$ cat src/rtl/t01_ai_pkg.sv
// rtl/t01_ai_pkg.sv - shared types and constants for the t01 AI layer sequencer
package t01_ai_pkg;

    localparam int ACT_W      = 8;
    localparam int RES_W      = 18;
    localparam int L0_INPUTS  = 4;
    localparam int NUM_LAYERS = 4;

    typedef enum logic [2:0] {
        S_IDLE,
        S_LOAD,
        S_START,
        S_STREAM,
        S_COLLECT,
        S_FINISH
    } state_t;

endpackage

$ cat src/rtl/t01_ai_requant.sv
// rtl/t01_ai_requant.sv - combinational 18-bit to signed 8-bit requantizer
// Round-half-up is enabled by defining T01_AI_REQUANT_ROUND_EN; otherwise truncating shift.
module t01_ai_requant
    import t01_ai_pkg::*;
#(
    parameter int SHIFT = 8
) (
    input  logic [RES_W-1:0] i_res,
    output logic [ACT_W-1:0] o_act
);

    localparam logic signed [RES_W:0] SAT_MAX = 127;
    localparam logic signed [RES_W:0] SAT_MIN = -128;
`ifdef T01_AI_REQUANT_ROUND_EN
    localparam logic signed [RES_W:0] ROUND_ADD = (RES_W + 1)'(1) << (SHIFT - 1);
`endif

    logic signed [RES_W:0] w_ext;
    logic signed [RES_W:0] w_sum;
    logic signed [RES_W:0] w_shr;

    // One extra bit of headroom keeps the rounding add from overflowing.
    always_comb begin
        w_ext = {i_res[RES_W-1], i_res};
`ifdef T01_AI_REQUANT_ROUND_EN
        w_sum = w_ext + ROUND_ADD;
`else
        w_sum = w_ext;
`endif
        w_shr = w_sum >>> SHIFT;
        if (w_shr > SAT_MAX) begin
            o_act = 8'h7f;
        end else if (w_shr < SAT_MIN) begin
            o_act = 8'h80;
        end else begin
            o_act = w_shr[ACT_W-1:0];
        end
    end

endmodule

$ cat src/rtl/t01_ai_layer_seq.sv
// rtl/t01_ai_layer_seq.sv - four-layer MMU sequencer with ping-pong activation banks
// Requantization rounding follows T01_AI_REQUANT_ROUND_EN (see t01_ai_requant).
module t01_ai_layer_seq
    import t01_ai_pkg::*;
#(
    parameter int DEPTH = 32,
    parameter int SHIFT = 8
) (
    input  logic             clk,
    input  logic             rst_n,
    input  logic             start_infer,
    input  logic             feat_valid,
    input  logic [ACT_W-1:0] feat_in,
    output logic             feat_ready,
    output logic             mmu_start,
    output logic [1:0]       mmu_layer_sel,
    output logic             mmu_act_valid,
    output logic [ACT_W-1:0] mmu_act_in,
    input  logic             mmu_res_valid,
    input  logic [RES_W-1:0] mmu_res_out,
    input  logic             mmu_done,
    output logic             busy,
    output logic             out_valid,
    output logic [RES_W-1:0] out_score,
    output logic             err
);

    localparam int IDX_W = (DEPTH > 1) ? $clog2(DEPTH) : 1;
    localparam int CNT_W = $clog2(DEPTH + 1) + 1;

    state_t           r_state;
    state_t           w_next;
    logic [1:0]       r_layer;
    logic [CNT_W-1:0] r_cnt;
    logic [ACT_W-1:0] r_bank [2][DEPTH];
    logic [RES_W-1:0] r_first_res;
    logic             r_feat_ready;
    logic             r_mmu_start;
    logic             r_act_valid;
    logic [ACT_W-1:0] r_act_in;
    logic             r_busy;
    logic             r_out_valid;
    logic [RES_W-1:0] r_out_score;
    logic             r_err;

    logic             w_last_layer;
    logic             w_feat_acc;
    logic             w_beat_acc;
    logic             w_beat_drop;
    logic             w_count_bad;
    logic [CNT_W-1:0] w_n_last;
    logic [CNT_W-1:0] w_m_exp;
    logic [CNT_W-1:0] w_rcv_total;
    logic [IDX_W-1:0] w_rd_idx;
    logic             w_rd_sel;
    logic             w_wr_sel;
    logic [ACT_W-1:0] w_q;
    logic [RES_W-1:0] w_score;

    t01_ai_requant #(
        .SHIFT (SHIFT)
    ) u_requant (
        .i_res (mmu_res_out),
        .o_act (w_q)
    );

    assign w_last_layer = (r_layer == 2'(NUM_LAYERS - 1));
    assign w_n_last     = (r_layer == 2'd0) ? CNT_W'(L0_INPUTS - 1) : CNT_W'(DEPTH - 1);
    assign w_m_exp      = w_last_layer ? CNT_W'(1) : CNT_W'(DEPTH);
    assign w_feat_acc   = (r_state == S_LOAD) && feat_valid && r_feat_ready;
    assign w_beat_acc   = (r_state == S_COLLECT) && mmu_res_valid && (r_cnt < w_m_exp);
    assign w_beat_drop  = (r_state == S_COLLECT) && mmu_res_valid && (r_cnt >= w_m_exp);
    // A beat arriving with mmu_done is counted before the count is judged.
    assign w_rcv_total  = r_cnt + CNT_W'(w_beat_acc);
    assign w_count_bad  = (r_state == S_COLLECT) && mmu_done && (w_rcv_total != w_m_exp);
    assign w_rd_sel     = r_layer[0];
    assign w_wr_sel     = ~r_layer[0];
    assign w_rd_idx     = (r_state == S_STREAM) ? IDX_W'(r_cnt + CNT_W'(1)) : '0;
    assign w_score      = (r_cnt != '0) ? r_first_res : (w_beat_acc ? mmu_res_out : '0);

    always_comb begin
        w_next = r_state;
        case (r_state)
            S_IDLE:    if (start_infer) w_next = S_LOAD;
            S_LOAD:    if (w_feat_acc && (r_cnt == CNT_W'(L0_INPUTS - 1))) w_next = S_START;
            S_START:   w_next = S_STREAM;
            S_STREAM:  if (r_cnt == w_n_last) w_next = S_COLLECT;
            S_COLLECT: if (mmu_done) w_next = w_last_layer ? S_FINISH : S_START;
            S_FINISH:  w_next = S_IDLE;
            default:   w_next = S_IDLE;
        endcase
    end

    // Outputs are registered from the next state so they line up with the state they describe.
    always_ff @(posedge clk) begin
        if (!rst_n) begin
            r_state      <= S_IDLE;
            r_layer      <= 2'd0;
            r_cnt        <= '0;
            r_first_res  <= '0;
            r_feat_ready <= 1'b0;
            r_mmu_start  <= 1'b0;
            r_act_valid  <= 1'b0;
            r_act_in     <= '0;
            r_busy       <= 1'b0;
            r_out_valid  <= 1'b0;
            r_out_score  <= '0;
            r_err        <= 1'b0;
        end else begin
            r_state      <= w_next;
            r_feat_ready <= (w_next == S_LOAD);
            r_mmu_start  <= (w_next == S_START);
            r_act_valid  <= (w_next == S_STREAM);
            r_act_in     <= (w_next == S_STREAM) ? r_bank[w_rd_sel][w_rd_idx] : '0;
            r_busy       <= (w_next != S_IDLE);
            r_out_valid  <= (w_next == S_FINISH);
            if (w_next == S_FINISH) begin
                r_out_score <= w_score;
            end
            if (w_beat_drop || w_count_bad) begin
                r_err <= 1'b1;
            end

            case (r_state)
                S_IDLE: begin
                    if (start_infer) begin
                        r_layer <= 2'd0;
                        r_cnt   <= '0;
                        r_err   <= 1'b0;
                    end
                end
                S_LOAD: begin
                    if (w_feat_acc) r_cnt <= r_cnt + CNT_W'(1);
                end
                S_START: begin
                    r_cnt <= '0;
                end
                S_STREAM: begin
                    r_cnt <= (r_cnt == w_n_last) ? '0 : r_cnt + CNT_W'(1);
                end
                S_COLLECT: begin
                    if (w_beat_acc && (r_cnt == '0)) r_first_res <= mmu_res_out;
                    if (mmu_done) begin
                        r_cnt <= '0;
                        if (!w_last_layer) r_layer <= r_layer + 2'd1;
                    end else if (w_beat_acc) begin
                        r_cnt <= r_cnt + CNT_W'(1);
                    end
                end
                default: ;
            endcase
        end
    end

    // Activation storage carries no reset; contents are rewritten before every use.
    always_ff @(posedge clk) begin
        if (w_feat_acc) begin
            r_bank[0][r_cnt[IDX_W-1:0]] <= feat_in;
        end else if (w_beat_acc && !w_last_layer) begin
            r_bank[w_wr_sel][r_cnt[IDX_W-1:0]] <= w_q;
        end
    end

    assign feat_ready    = r_feat_ready;
    assign mmu_start     = r_mmu_start;
    assign mmu_layer_sel = r_layer;
    assign mmu_act_valid = r_act_valid;
    assign mmu_act_in    = r_act_in;
    assign busy          = r_busy;
    assign out_valid     = r_out_valid;
    assign out_score     = r_out_score;
    assign err           = r_err;

endmodule

$ cat config.mk
export PLATFORM = sky130hd
export DESIGN_NAME = t01_ai_layer_seq
export DESIGN_NICKNAME = d
export VERILOG_FILES = /design/src/rtl/t01_ai_pkg.sv /design/src/rtl/t01_ai_requant.sv /design/src/rtl/t01_ai_layer_seq.sv
export SDC_FILE = /design/constraint.sdc
export NUM_CORES = 1
export LEC_CHECK = 0
export BUFFER_PORTS_ARGS = -buffer_cell sky130_fd_sc_hd__buf_2
export CAP_MARGIN = 5
export CORE_MARGIN = 8
export CORE_UTILIZATION = 60
export DETAILED_ROUTE_END_ITERATION = 16
export GPL_ROUTABILITY_DRIVEN = 0
export PLACE_DENSITY = 0.77
export SKIP_LAST_GASP = 1
export SLEW_MARGIN = 30
export SYNTH_ARGS = -nofsm -noshare
export SYNTH_HDL_FRONTEND = slang
export SYNTH_SLANG_ARGS = --single-unit
export TNS_END_PERCENT = 100
$ cat constraint.sdc
create_clock -name clk -period 6.95 [get_ports clk]
set_clock_uncertainty 0.15 [all_clocks]
set_input_delay 0.3475 -clock clk [delete_from_list [all_inputs] [get_ports clk]]
set_output_delay 0.3475 -clock clk [all_outputs]
set_load 0.005 [all_outputs]
# Word level (Yosys, flattened, before mapping)
# Memory sizes are Yosys's and may differ from the RTL's. A register that Yosys moved wholly into a read port is not among the register bits.
# Index checks and enable logic that the tools add are counted.
# totals
in_bits	32
n_memories	1
reg_bits	62
mem_bits_ro	0
latch_bits	0
wordCells	109
ram_bits	512
# op_classes
div	0
n_shift	0
n_mux	41
mul	0
reduce_logical	25
n_eq_ne	17
order_cmp	7
bitwise	3
n_addsub	3
# mem_list
name	depth	width	read_ports	rd_ports_with_merged_regs	write_ports	line_no	rtl
r_bank	2	256	1	1	1	t01_ai_layer_seq.sv:35	logic [ACT_W-1:0] r_bank [2][DEPTH];
# ops
op	count
$mux W256	4
$reduce_or A256 Y1	1
$bmux W8 S5	1
$demux W8 S5	1
$mux W8	5
$mux W18	2
$mux W7	5
$pmux W7 S5	1
$mux W3	5
$pmux W3 S5	1
$eq A3 B2 Y1 const B	4
$ge A6 B6 Y1 const B	2
$not A5 Y6	2
$logic_and A1 B1 Y1	11
$gt A10 B8 Y1 const B	1
$lt A10 B8 Y1 const B	1
$mux W5	2
$mux W1	9
$ne A2 B2 Y1 const B	4
$reduce_and A4 Y1	2
$add A7 B1 Y7	1
$add A7 B1 Y7 const B	1
$eq A7 B2 Y1 const B	1
$eq A7 B5 Y1	1
other kinds (23)	28

# Logic depth before layout (Yosys ltp)
# Gate-level depths: netlist of run 1.
# depth
depth_word	11
ltp_mapped	15

# Cells and area by module
# A second synthesis of run 1 with hierarchy kept.
# hier_totals
hier_cells	1624
hier_area_um2	23894.2
# by_module_without_submodules
mod	cells_per_inst	area_each_um2	instances	seq_area_each_um2
t01_ai_layer_seq	1599	23735.3	1	16636.0
t01_ai_requant	25	158.9	1	0.0

# Least setup slack after synthesis of run 1
# No wires, ideal clock.
# synth_path
kind	reg-to-reg
start	register r_state[1]
end	memory r_bank[0][101] (netlist name), data pin
path_stages_with_launch	9
t_arrival_ps	4288
t_required_ps	6099
slack_ps	1810
path_buffers	3
cell_sequence	dfxtp_1 > buf_4 > buf_2 > nor3b_2 > nand3_1 > nor3_1 > nand2_1 > clkbuf_1 > o21ai_0
# synth_via
elab_chain_cells	9
# synth_rtl
item	line_no	rtl
start, declared	t01_ai_layer_seq.sv:31	state_t r_state;
start signal, assigned	t01_ai_layer_seq.sv:110	r_state <= w_next;
$eq A3 B3 Y1	t01_ai_layer_seq.sv:71	assign w_beat_acc = (r_state == S_COLLECT) && mmu_res_valid && (r_cnt < w_m_exp);
$logic_and A1 B1 Y1 (2 in a row)	t01_ai_layer_seq.sv:71	
$logic_and A1 B1 Y1	t01_ai_layer_seq.sv:159	end else if (w_beat_acc && !w_last_layer) begin
$mux W1	t01_ai_layer_seq.sv:159	
$mux W1 (*)	t01_ai_layer_seq.sv:157	if (w_feat_acc) begin
$mux W256 (implied by the code) (*)	t01_ai_layer_seq.sv:160	r_bank[w_wr_sel][r_cnt[IDX_W-1:0]] <= w_q;
$reduce_or A256 Y1 (no line) (*)	n/a	
$mux W256 (no line) (*)	n/a	
end, declared	t01_ai_layer_seq.sv:35	
# Mark *: on every way between the ends. The rest lies on a longest branch, timed or not.

# Worst setup path after layout of run 1
# layout_path
start	register r_state[1]
end	register r_act_in[7] (netlist: mmu_act_in[7])
# layout_via
elab_chain_cells	8
# layout_rtl
item	line_no	rtl
branches (longest 8 deep; another with $bmux W8 S5)	n/a	
end signal, assigned	t01_ai_layer_seq.sv:114	r_act_in <= (w_next == S_STREAM) ? r_bank[w_rd_sel][w_rd_idx] : '0;
end, declared	t01_ai_layer_seq.sv:40	logic [ACT_W-1:0] r_act_in;
# Parallel ways; which one is timed is not known. The select of a mux whose other input is x is not followed.
# A chain may end at the register's enable or synchronous reset.

==> run metrics, run 1 <==
Post-synth top flop=sky130_fd_sc_hd__edfxtp_1; Worst setup EP type=flop; total number of vias=16090; number of max-cap violations=0; number of synthesized flops with an enable pin=512; Setup WS post-layout=2.792 ns; count of nets left with antenna violations after detail routing=0; initial standard-cell utilization of the core=0.6105; core footprint=38740 sq um; CTS Buffer Depth=3; DRC violations left=0; leakage dissipation=8.743 nW; WL per Instance=27.05 um; largest net degree at the start of global routing=107; Slew headroom=0.2681; CTS Buf Count=54; top library cells by usage in the layout, fill and taps aside=512 x sky130_fd_sc_hd__edfxtp_1, 378 x sky130_fd_sc_hd__nand2_1, 124 x sky130_fd_sc_hd__nand3_1; number of nets in the layout=1898; number of global-route vias before repair=15600; clk sinks=575; area added between synthesis and finish=12.46%; TritonCTS clock tree=done; synthesized area divided by synthesized cell count=13.25 sq um; pre-CTS worst setup slack=2.723 ns; remaining global-route overflow=0; Final Setup Violations=0; required time reported for the critical path endpoint=7.28 ns; clock slew at the register clock pins of the worst setup and hold paths=0.07 ns; max-slew violation count=0; Die W=214.5 um; cell at the root of the clock tree=sky130_fd_sc_hd__clkbuf_16; worst-case vdd ir drop=0.0002424 V; fraction of layout cells with a size suffix above 1=0.1441; period utilisation layout=0.5983; Mapped Nets=1826; critical path start-end classification=flop to flop; part of the power in combinational logic=0.026; placement row count=72; sw frac=0.2010; Net Sw Power=1.385 mW; Design Area, Final=26600 sq um; Die Ht=214.5 um; HPWL after detailed placement=39800 um; Worst-Margin Slew=1.084 ns; time the final worst path needs with I/O delays and setup=4.158 ns; number of iterations in the first detailed-routing pass=6; I/O pins=66; worst hold path class=input port to flop; areal power density over the cells=259.1 nW/um^2; aggregate global-route resource usage=0.2785; clock network latency to the later pin of the worst-skew pair=0.59 ns; commonest non-fill, non-tap cell in the layout=sky130_fd_sc_hd__edfxtp_1; Crit path arrival time=4.49 ns; Synth area leaders=sky130_fd_sc_hd__edfxtp_1 65%, sky130_fd_sc_hd__nand2_1 6.0%, sky130_fd_sc_hd__dfxtp_1 5.3%, sky130_fd_sc_hd__nand3_1 2.6%, sky130_fd_sc_hd__mux2i_1 2.5%; Critical Path Fanout Max=73; Int Pwr=5.505 mW; TNS Setup=0 ns; Reg power frac=0.546; global-route wire length before repair=97950 um; sequential area share after synthesis=0.7034; final hold viol count=0; instance count of the mapped netlist=1785; ys async rst share=0; Cell variety after synth=76; placement-stage cell area=24620 sq um; #FFs+latches synth=575; die footprint=46030 sq um; area leader, netlist=sky130_fd_sc_hd__edfxtp_1; CTS H-tree lvls=2; status=completed; area share of the leading cell type in the synthesized netlist=0.6501; worst r2r path cells=8; Fmax achieved=240.5 MHz; portion of total power attributed to the clock network=0.428; crit start category=flop; unrepaired setup endpoints after global routing=false; count of cells along the worst hold path=4; via density per instance=6.648; number of warnings issued by yosys=0; PostCTS Resize Cnt=0; I/O Buffers=65; number of antenna violations at the first check in global routing=2; summed instance area of the synthesized netlist=23650 sq um; overall routed net length=65480 um; count of routing violations after the opening detailed-route iteration=2650
what timing repair did:
| item | in CTS | in global routing |
|---|---|---|
| hold buffers | 19 | 0 |
| buffers inserted | 0 | 0 |
| endpoints found under the setup margin | 0 | 0 |
| endpoints found under the hold margin | 32 | 0 |
power groups by stage:
stage               combinational [mW]  sequential (mW)  clock (mW)
CTS                              0.175             3.76        2.95
detailed placement               0.166             3.84           0
global route                     0.189             3.76        3.08
global placement                 0.160             3.84           0
finish                           0.180             3.76        2.95
floorplan                       0.0872             3.84           0
sequential cells by signal, indices dropped and copies added, names as in the netlist, 2 cells and up, named ones only:
signal	cells
r_bank	512
out_score	18
r_first_res	18
mmu_act_in	8
r_cnt	7
r_state	3
mmu_layer_sel	2
Yosys cell counts, types with 5 or more instances:
library cell / count
sky130_fd_sc_hd__a211oi_1: 9
sky130_fd_sc_hd__a21boi_0: 19
sky130_fd_sc_hd__a21oi_1: 45
sky130_fd_sc_hd__a22oi_1: 7
sky130_fd_sc_hd__a311oi_1: 21
sky130_fd_sc_hd__a31oi_1: 17
sky130_fd_sc_hd__a32oi_1: 6
sky130_fd_sc_hd__and2_1: 8
sky130_fd_sc_hd__and3_1: 20
sky130_fd_sc_hd__buf_1: 8
sky130_fd_sc_hd__buf_2: 45
sky130_fd_sc_hd__buf_4: 11
sky130_fd_sc_hd__buf_6: 5
sky130_fd_sc_hd__clkbuf_1: 43
sky130_fd_sc_hd__dfxtp_1: 63
sky130_fd_sc_hd__edfxtp_1: 512
sky130_fd_sc_hd__ha_1: 9
sky130_fd_sc_hd__inv_1: 12
sky130_fd_sc_hd__mux2_2: 10
sky130_fd_sc_hd__mux2i_1: 60
sky130_fd_sc_hd__mux4_2: 24
sky130_fd_sc_hd__nand2_1: 379
sky130_fd_sc_hd__nand2b_1: 10
sky130_fd_sc_hd__nand3_1: 124
sky130_fd_sc_hd__nand3b_1: 5
sky130_fd_sc_hd__nand4_1: 17
sky130_fd_sc_hd__nor2_1: 95
sky130_fd_sc_hd__nor2b_1: 5
sky130_fd_sc_hd__nor3_1: 40
sky130_fd_sc_hd__nor4_1: 7
sky130_fd_sc_hd__o211a_1: 7
sky130_fd_sc_hd__o211ai_1: 6
sky130_fd_sc_hd__o21a_1: 5
sky130_fd_sc_hd__o21ai_0: 32
sky130_fd_sc_hd__o22ai_1: 18
sky130_fd_sc_hd__o41ai_1: 6
sky130_fd_sc_hd__xor2_1: 6
worst paths after layout:
| path | slack [ns] | endpoint | start |
|---|---|---|---|
| max | 2.79 | mmu_act_in[7] | r_state[1] |
| min | 0.10 | err | mmu_res_valid |
| max reg2reg | 2.79 | mmu_act_in[7] | r_state[1] |
| min reg2reg | 0.31 | r_first_res[10] | r_first_res[10] |
routing by layer:
| metal | part of all wire | GRT usage | up-vias |
|---|---|---|---|
| met5 | 0.00020 | 0 | - |
| met2 | 0.46 | 0.4306 | 1238 |
| li1 | - | - | 6811 |
| met4 | 0.053 | 0.1492 | 2 |
| met1 | 0.36 | 0.3702 | 7838 |
| met3 | 0.12 | 0.05712 | 205 |
critical path, cell delays in order, from the launching register on:
cell and delay [ns]:
sky130_fd_sc_hd__dfxtp_1 0.77, sky130_fd_sc_hd__and4bb_4 0.88, sky130_fd_sc_hd__buf_12 0.43, sky130_fd_sc_hd__mux2i_1 0.23, sky130_fd_sc_hd__o22ai_1 0.12, sky130_fd_sc_hd__o41ai_1 1.01
sky130_fd_sc_hd__a21oi_1 0.09, sky130_fd_sc_hd__nor2_1 0.20, sky130_fd_sc_hd__o22ai_1 0.10
kinds of logic after synthesis:
kind of cell,Yosys count,synth area share
simple gates,739,0.1400
flops,575,0.7034
compound gates,231,0.06798
buf+inv,126,0.02640
mux,94,0.05301
xor+xnor,11,0.004391
fa+ha+maj,9,0.004761
metrics by stage:
step                hold slack (ns)  power, mW  utilization  instances
global route                 0.1244      7.031       0.6866       2421
detailed placement           0.3071      4.004       0.6356       2300
CTS                         0.07257      6.889       0.6859       2420
floorplan                    0.2867      3.931            -       1785
finish                       0.1045      6.890       0.6866       2421
global placement             0.2943      3.999       0.6342       2300
cell type report:
cell class,count,area (sq um)
repair buffers,129,878.3
flip-flops and latches,575,16640
clock buffers,77,1509
diodes,1,2.502
multi-input cells,1084,6618
inverters,13,48.80
fillers,2635,12140
well taps,518,648.1
clock inverters,24,251.5
Power figures use the tool's default switching activity.
==> run 2, diff against run 1 <==
- CORE_UTILIZATION: 60 -> 56
- PLACE_DENSITY: 0.77 -> 0.76
- clock period: 6.95 -> 3.7 ns (I/O delays scaled with it)
==> run 2 against run 1 <==
Clock power grew 85%. Highest routed layer is now met4. Critical path depth increased by 2. Worst hold slack improved by 0.063 ns. Register-to-register slack lost 2.6 ns. Final cell count grew 5.6%. Global-route usage is 1.7 points lower. Critical endpoint is now r_first_res[1]. Worst setup slack lost 2.6 ns.
==> run metrics, run 2 (synthesis results as in run 1) <==
number of iterations in the first detailed-routing pass=7; count of routing violations after the opening detailed-route iteration=2327; commonest non-fill, non-tap cell in the layout=sky130_fd_sc_hd__edfxtp_1; flip-flop count of the largest register, all copies and words added=512; required time reported for the critical path endpoint=4.09 ns; part of the power in combinational logic=0.028; TritonCTS clock tree=done; Critical Path Fanout Max=25; largest net degree at the start of global routing=65; met3 usage in global routing=0.05528; portion of total power attributed to the clock network=0.423; remaining global-route overflow=0; DRC violations left=0; number of antenna violations at the first check in global routing=1; Worst setup EP type=flop; GR Util met2=0.4084; Net Sw Power=2.630 mW; CTS Buf Count=54; core footprint=41850 sq um; leakage dissipation=9.398 nW; count of nets left with antenna violations after detail routing=0; grt met1 use=0.3477; Final Setup Violations=0; initial standard-cell utilization of the core=0.5651; sw frac=0.2038; via density per instance=6.505; Crit path arrival time=3.93 ns; number of global-route vias before repair=15850; Fmax achieved=282.9 MHz; time the final worst path needs with I/O delays and setup=3.535 ns; number of max-cap violations=0; clock network latency to the later pin of the worst-skew pair=0.60 ns; I/O Buffers=65; die footprint=49060 sq um; I/O pins=66; Die Ht=221.5 um; crit start category=flop; aggregate global-route resource usage=0.2616; final hold viol count=0; period utilisation layout=0.9555; number of nets in the layout=2012; Int Pwr=10.27 mW; Slew headroom=0.2883; Reg power frac=0.548; critical path start-end classification=flop to flop; fraction of layout cells with a size suffix above 1=0.1723; WL per Instance=26.09 um; placement row count=75; Post-Place Cells=2414; status=completed; global route hottest layer=met2; HPWL after detailed placement=41330 um; area added between synthesis and finish=16.64%; areal power density over the cells=467.6 nW/um^2; clk sinks=575; worst-case vdd ir drop=0.0004927 V; unrepaired setup endpoints after global routing=false; clock slew at the register clock pins of the worst setup and hold paths=0.07 ns; total setup buffers inserted after CTS=0; Worst-Margin Slew=1.065 ns; max-slew violation count=0; global-route wire length before repair=98170 um; overall routed net length=66690 um; Die W=221.5 um; CTS Buffer Depth=3; post-route non-filler standard cell count=2556; sum of internal, switching and leakage power=12.90 mW; top library cells by usage in the layout, fill and taps aside=512 x sky130_fd_sc_hd__edfxtp_1, 379 x sky130_fd_sc_hd__nand2_1, 124 x sky130_fd_sc_hd__nand3_1, 124 x sky130_fd_sc_hd__buf_4, 95 x sky130_fd_sc_hd__nor2_1; total number of vias=16630; worst hold path class=input port to flop; cell at the root of the clock tree=sky130_fd_sc_hd__clkbuf_16; CTS H-tree lvls=2
==> run 2: cell types whose count changed in the layout (fill, tap and decap cells not counted), moves of 3 or more <==
cell,before,now
sky130_fd_sc_hd__buf_12,2,13
sky130_fd_sc_hd__buf_4,43,124
sky130_fd_sc_hd__clkbuf_1,17,9
sky130_fd_sc_hd__clkbuf_8,5,0
sky130_fd_sc_hd__clkinv_1,5,14
sky130_fd_sc_hd__clkinv_2,11,8
sky130_fd_sc_hd__clkinvlp_2,0,3
sky130_fd_sc_hd__dlygate4sd3_1,19,38
sky130_fd_sc_hd__nor2_1,85,95
sky130_fd_sc_hd__nor2_2,9,0
sky130_fd_sc_hd__nor3_1,30,39
sky130_fd_sc_hd__nor3_2,8,2
sky130_fd_sc_hd__nor3_4,3,0
==> run 2: what timing repair did <==
action / CTS / global route
hold endpoints to repair: 53 / 11
hold buffers: 37 / 1
setup endpoints to repair: 0 / 1
gates resized for setup: 0 / 2
==> run 2: area by class of cell <==
cell class,count,area [sq um]
Antenna cell,3,7.507
Clock buffer,63,1385
Clock inverter,36,344.1
Fill cell,2883,14270
Inverter,13,48.80
Multi-Input combinational cell,1085,6533
Sequential cell,575,16640
Tap cell,539,674.4
Timing Repair Buffer,242,1952
==> run 2: power by group through the flow <==
stage | combinational (mW) | sequential (mW) | clock, mW
2_1_floorplan | 0.165 | 7.21 | 0
3_3_place_gp | 0.317 | 7.21 | 0
3_5_place_dp | 0.330 | 7.21 | 0
4_1_cts | 0.352 | 7.07 | 5.49
5_1_grt | 0.384 | 7.07 | 5.72
6_report | 0.366 | 7.07 | 5.46
==> run 2: metal layers <==
layer	routed length [um]	share of wire
met4	3547	0.053
met1	24940	0.37
met5	0	0
met3	7935	0.12
met2	30270	0.45
==> run 2: worst max-delay path, stage by stage, from the launching register on <==
cell and delay, ns:
sky130_fd_sc_hd__dfxtp_1 0.35, sky130_fd_sc_hd__buf_4 0.40, sky130_fd_sc_hd__nor2_1 0.13, sky130_fd_sc_hd__a31oi_1 0.21
sky130_fd_sc_hd__or2_1 0.21, sky130_fd_sc_hd__clkinv_1 0.16, sky130_fd_sc_hd__buf_4 0.23, sky130_fd_sc_hd__nand2_1 0.57
sky130_fd_sc_hd__nand2_1 0.19, sky130_fd_sc_hd__a21boi_0 0.25, sky130_fd_sc_hd__dlygate4sd3_1 0.60
==> run 2: final timing paths <==
| kind | start | end | slack [ns] | depth (start not counted) |
|---|---|---|---|---|
| worst max-delay path | r_cnt[0] | r_first_res[1] | 0.16 | 10 |
| worst min-delay path | feat_valid | r_state[1] | 0.17 | 5 |
| worst max register to register | r_cnt[0] | r_first_res[1] | 0.16 | 10 |
| worst min register to register | r_first_res[10] | r_first_res[10] | 0.34 | 2 |
==> run 2: stage by stage <==
step	hold WS, ns	area [sq um]	setup slack, ns	TNS, ns	utilization
floorplan	0.1710	23650	-0.5744	-257.32	-
global placement	0.2937	25390	0.1694	0	0.6067
detailed placement	0.3060	25430	0.1528	0	0.6075
CTS	0.1090	27530	0.1461	0	0.6577
global route	0.2128	27580	0.08980	0	0.6590
finish	0.1676	27590	0.1646	0	0.6591
